## src/rtl/morse_decoder.sv

```systemverilog
// morse_decoder: samples a synchronised Morse key on a slow tick, times presses as dots/dashes
// and decodes up to four symbols into the 3-bit letter code for Q..X.
module morse_decoder #(
    parameter int TICK_CYCLES = 12_500_000,
    parameter int DASH_TICKS  = 3,
    parameter int GAP_TICKS   = 4
) (
    input  logic       CLOCK_50,
    input  logic       RESET,
    input  logic       KEY_N,
    output logic [2:0] LETTER,
    output logic       VALID,
    output logic       ERROR,
    output logic       TONE,
    output logic [2:0] SYM_CNT
);
    localparam int TW = $clog2(TICK_CYCLES);

    typedef enum logic [1:0] {IDLE, PRESS, GAP, DECODE} state_t;

    state_t         state, state_n;
    logic           key_s1, key_s2;
    logic [TW-1:0]  tick_cnt;
    logic           tick, pressed, sym, hit, ok;
    logic [7:0]     press_cnt, press_n, gap_cnt, gap_n;
    logic [3:0]     pat, pat_n;
    logic [2:0]     len, len_n, code;
    logic           ovf, ovf_n;

    always_ff @(posedge CLOCK_50 or posedge RESET) begin
        if (RESET) begin
            key_s1 <= 1'b1;
            key_s2 <= 1'b1;
        end else begin
            key_s1 <= KEY_N;
            key_s2 <= key_s1;
        end
    end

    assign pressed = ~key_s2;
    assign TONE    = pressed;
    assign SYM_CNT = len;
    assign tick    = tick_cnt == TW'(TICK_CYCLES - 1);
    assign sym     = press_cnt >= 8'(DASH_TICKS);
    assign ok      = hit & ~ovf;

    always_ff @(posedge CLOCK_50 or posedge RESET) begin
        if (RESET) tick_cnt <= '0;
        else       tick_cnt <= tick ? '0 : tick_cnt + TW'(1);
    end

    // pat is right-justified and zero-filled above len, so {len, pat} is a unique code word
    always_comb begin
        hit  = 1'b1;
        code = 3'd0;
        case ({len, pat})
            7'b100_1101: code = 3'd0;
            7'b011_0010: code = 3'd1;
            7'b011_0000: code = 3'd2;
            7'b001_0001: code = 3'd3;
            7'b011_0001: code = 3'd4;
            7'b100_0001: code = 3'd5;
            7'b011_0011: code = 3'd6;
            7'b100_1001: code = 3'd7;
            default:     hit  = 1'b0;
        endcase
    end

    always_comb begin
        state_n = state;
        press_n = press_cnt;
        gap_n   = gap_cnt;
        pat_n   = pat;
        len_n   = len;
        ovf_n   = ovf;
        case (state)
            IDLE: if (tick && pressed) begin
                state_n = PRESS;
                press_n = 8'd1;
            end
            PRESS: if (tick) begin
                if (pressed) begin
                    press_n = (press_cnt == 8'hff) ? press_cnt : press_cnt + 8'd1;
                end else begin
                    state_n = GAP;
                    gap_n   = 8'd1;
                    if (len < 3'd4) begin
                        pat_n = {pat[2:0], sym};
                        len_n = len + 3'd1;
                    end else begin
                        ovf_n = 1'b1;
                    end
                end
            end
            GAP: if (tick) begin
                if (pressed) begin
                    state_n = PRESS;
                    press_n = 8'd1;
                end else if (gap_cnt == 8'(GAP_TICKS - 1)) begin
                    state_n = DECODE;
                end else begin
                    gap_n = gap_cnt + 8'd1;
                end
            end
            default: begin
                state_n = IDLE;
                pat_n   = 4'd0;
                len_n   = 3'd0;
                ovf_n   = 1'b0;
            end
        endcase
    end

    always_ff @(posedge CLOCK_50 or posedge RESET) begin
        if (RESET) begin
            state     <= IDLE;
            press_cnt <= 8'd0;
            gap_cnt   <= 8'd0;
            pat       <= 4'd0;
            len       <= 3'd0;
            ovf       <= 1'b0;
            LETTER    <= 3'd0;
            VALID     <= 1'b0;
            ERROR     <= 1'b0;
        end else begin
            state     <= state_n;
            press_cnt <= press_n;
            gap_cnt   <= gap_n;
            pat       <= pat_n;
            len       <= len_n;
            ovf       <= ovf_n;
            VALID     <= (state == DECODE) && ok;
            if ((state == DECODE) && ok) LETTER <= code;
            if (state == DECODE) ERROR <= ~ok;
        end
    end
endmodule

```

## config.mk

```make
export PLATFORM = sky130hd
export DESIGN_NAME = morse_decoder
export DESIGN_NICKNAME = d
export VERILOG_FILES = /design/src/rtl/morse_decoder.sv
export SDC_FILE = /design/constraint.sdc
export NUM_CORES = 1
export LEC_CHECK = 0
export ABC_AREA = 1
export CAP_MARGIN = 20
export CORE_ASPECT_RATIO = 1.25
export CORE_MARGIN = 5
export CORE_UTILIZATION = 65
export CTS_BUF_LIST = sky130_fd_sc_hd__clkbuf_4 sky130_fd_sc_hd__clkbuf_8 sky130_fd_sc_hd__clkbuf_16
export DETAILED_ROUTE_END_ITERATION = 12
export GPL_TIMING_DRIVEN = 0
export PLACE_DENSITY = 0.84
export SETUP_SLACK_MARGIN = 0.02
export SYNTH_ARGS = -nofsm -noshare
export SYNTH_HDL_FRONTEND = slang
export SYNTH_SLANG_ARGS = --single-unit
```

## constraint.sdc

```tcl
create_clock -name CLOCK_50 -period 4.7 [get_ports CLOCK_50]
set_input_delay 1.175 -clock CLOCK_50 [delete_from_list [all_inputs] [get_ports CLOCK_50]]
set_output_delay 1.175 -clock CLOCK_50 [all_outputs]
set_load 0.1 [all_outputs]
```

==> qor.csv <==
stage,metric,value,unit
floorplanning,placementRows,29,
finish,finalNetCount,498,
pwr,p_clk_share,52.3,%
timing,tightest_slew,0.969,ns
setup_path,crit_path_max_incr_delay,1.18,ns
logic_synthesis,synth-edff-count,0,
logic_synthesis,avgSynthCellArea,7.32,um^2
floorplanning,ios,12,
hold_path,min_to,key_s2,
clocking,cts_hold_buf,0,
setup_path,worstSetupStartpointType,flip-flop,
logic_synthesis,ys.flop_type,dfrtp_1,
finish,layout.cells.non_filler,555,
setup_path,critPathCaptureType,output pin,
place,placed_area,3610,um^2
timing,fin_crit,3.27,ns
logic_synthesis,ys_seq_area_share,42.0,%
drt,dr.pass1.iters,7,
hold_path,worstHoldPathCells,0,
job,cap_violations,0,
pwr,pwr-share-comb,1.7,%
setup_path,cp.required,3.52,ns
clocking,path_clk_slew,0.06,ns
setup_path,critPathSlowestCell,clkdlybuf4s50_1,
floorplanning,dieArea,6790,um^2
hold_path,hold_start,key_s1,
logic_synthesis,yosysMostFrequentCell,nand2_1,
pwr,power.switching,212,uW
setup_path,r2r_cells,8,
floorplanning,die_h,90.9,um
clocking,clkSinkCount,57,
setup_path,r2r-end,tick_cnt[18],
clocking,cts_tree,built,
timing,finClkSkew,0.00740,ns
drt,drt_wl_total,7.50,mm
logic_synthesis,synth.top_cell.area_share,40.4,%
outcome,outcome,completed,
clocking,cts_buffer_depth,2,
finish,layout-drive-gt1-share,9.94,%
pwr,p_seq_share,46.0,%
place,dp_hpwl,5.27,mm
pwr,finalPower,1070,uW
timing,hold_ws,0.355,ns
global_routing,grt_overflow,0,
timing,timing.fmax,306,MHz
finish,fillers,388,
place,port_buffers,11,
clocking,clock_latency,0.34,ns
pwr,p_per_area,278,nW/um^2
logic_synthesis,synth_area_leaders,"dfrtp_1 40%, nand2_1 15%, nor2_1 6.6%",
global_routing,grt_max_degree,36,
global_routing,antenna_found_initial,0,
logic_synthesis,ys_warn_count,0,
drt,vias,3067,
pwr,sw_frac_of_total,19.8,%
logic_synthesis,synth_top_area_cell,dfrtp_1,
setup_path,arrival,2.09,ns
place,place.gp.congestion,0.925,
clocking,cts_setup_buffers,0,
drt,first_iter_violations,211,
setup_path,path_cells,"inv_1, clkdlybuf4s50_1",
setup_path,timing.rr.start,tick_cnt[0],
setup_path,worstSetupPathType,reg2out,
setup_path,cp_max_fo,4,
logic_synthesis,syn_nets,475,
clocking,cts_htree_levels,3,
timing,min_period_over_period,69.5,%
logic_synthesis,syn-instance-count,465,
drt,drc,0,
timing,rsz0062_at_grt,false,
pwr,vdd_drop_max,0.000312,V
clocking,cts_root_buf,clkbuf_8,
clocking,numCtsBuffers,9,
drt,ant_nets,0,
logic_synthesis,yosysUniqueCellTypes,30,
drt,via_per_inst,5.53,
finish,fin_area,3850,um^2
logic_synthesis,synth_area,3400,um^2
logic_synthesis,async_reset_ff_share,100,%
timing,slew_violations,0,
setup_path,r2r_setup_slack,2.83,ns
floorplanning,fp.dieW,74.7,um
finish,syn_to_final_growth,13.2,%
hold_path,worstHoldPathType,reg2reg,
timing,setup_tns,0,ns
global_routing,grt_pass1_vias,3029,
timing,max-slew-margin-rel,35.2,%
global_routing,grt_usage,25.1,%
floorplanning,start_util,67.0,%
timing,setup_viol,0,
global_routing,grt_pass1_wl,13.4,mm
place,dp.cells,539,
timing,hold_violations,0,
pwr,leakage,0.00195,uW
drt,wl_per_cell,13.5,um
pwr,intPower,860,uW
clocking,cts_resized,0,
floorplanning,coreArea,5080,um^2
logic_synthesis,synthTopCellsByCount,"138 x nand2_1, 60 x nor2_1, 55 x dfrtp_1",
finish,diodes,0,
logic_synthesis,synth_seq_cells,57,
==> area by class of cell <==
type | count | area [um^2] | area share (%)
plain buffers | 4 | 18.8 | 0.487
clock buffers | 10 | 138 | 3.57
clock inverters | 6 | 105 | 2.73
inverters | 64 | 240 | 6.23
multi-input cells | 340 | 1720 | 44.5
flip-flops and latches | 57 | 1430 | 37.1
well taps | 62 | 77.6 | 2.01
repair buffers | 12 | 130 | 3.38
==> cell families after synthesis <==
logic type                 count (synthesis)  synth area share, %
AOI/OAI and AO/OA                         25                 4.71
buffers and inverters                     68                 7.61
xor gates and xnor gates                  15                 3.86
and+or+nand+nor                          293                 39.3
DFF                                       57                 42.0
adders and majority gates                  7                 2.57
==> metal layers <==
metal | track usage [%] | wire length, um | up-vias
li1 | - | - | 1533
met1 | 31.6 | 3110 | 1411
met2 | 40.4 | 3750 | 99
met3 | 5.12 | 409 | 24
met4 | 12.3 | 235 | 0
met5 | 0 | 0 | -
==> worst max-delay path: cells and delay by family, from the launching register on <==
kind | cells | cell delay [ns]
buffers and inverters | 2 | 1.37
flip-flops | 1 | 0.38
==> power by group through the flow <==
stage	combinational [uW]	clock, uW	sequential, uW
global route	21.5	592	492
global placement	16.9	0	502
floorplan	11.7	0	502
CTS	19.4	570	493
detailed placement	19.4	0	502
finish	18.5	560	493
==> sequential cells by signal, indices dropped and copies added, names as in the netlist <==
name       count
ovf            1
tick_cnt      24
SYM_CNT        3
state          2
VALID          1
gap_cnt        8
ERROR          1
key_s1         1
LETTER         3
pat            4
key_s2         1
press_cnt      8
==> through the flow <==
step           setup slack [ns]  util [%]
2_1_floorplan              2.13         -
3_3_place_gp               1.13      70.7
3_5_place_dp               1.79      71.1
4_1_cts                    1.42      75.9
5_1_grt                    1.37      75.9
6_report                   1.43      75.9
==> worst max-delay path by stage <==
stage	startpoint	endpoint	slack [ns]	cells after the start
after CTS	key_s2	TONE	1.42	2
after detailed placement	key_s2	TONE	1.79	2
after global placement	RESET	press_cnt[2]	1.13	2
after floorplan	RESET	ERROR	2.13	1
final	key_s2	TONE	1.43	2
after global routing	key_s2	TONE	1.37	2
==> cell usage in the layout (no fill, tap or decap), types with 3 or more instances in the layout <==
| cell | Yosys | layout |
|---|---|---|
| bufinv_16 | 0 | 3 |
| dfrtp_1 | 55 | 55 |
| inv_1 | 54 | 53 |
| nand3b_1 | 3 | 3 |
| buf_2 | 3 | 3 |
| nor3_1 | 14 | 14 |
| o21ai_0 | 9 | 9 |
| nand2_2 | 3 | 3 |
| nor2_2 | 4 | 4 |
| clkinv_1 | 3 | 3 |
| clkbuf_8 | 0 | 10 |
| clkinv_2 | 0 | 3 |
| nand4_1 | 26 | 26 |
| nand2_1 | 138 | 138 |
| nor3b_1 | 3 | 3 |
| a21oi_1 | 10 | 10 |
| nor2_1 | 60 | 60 |
| clkdlybuf4s50_1 | 0 | 11 |
| inv_2 | 7 | 8 |
| xnor2_1 | 3 | 3 |
| ha_1 | 7 | 7 |
| nand3_1 | 34 | 34 |
| xor2_1 | 12 | 12 |
Power figures use the tool's default switching activity.
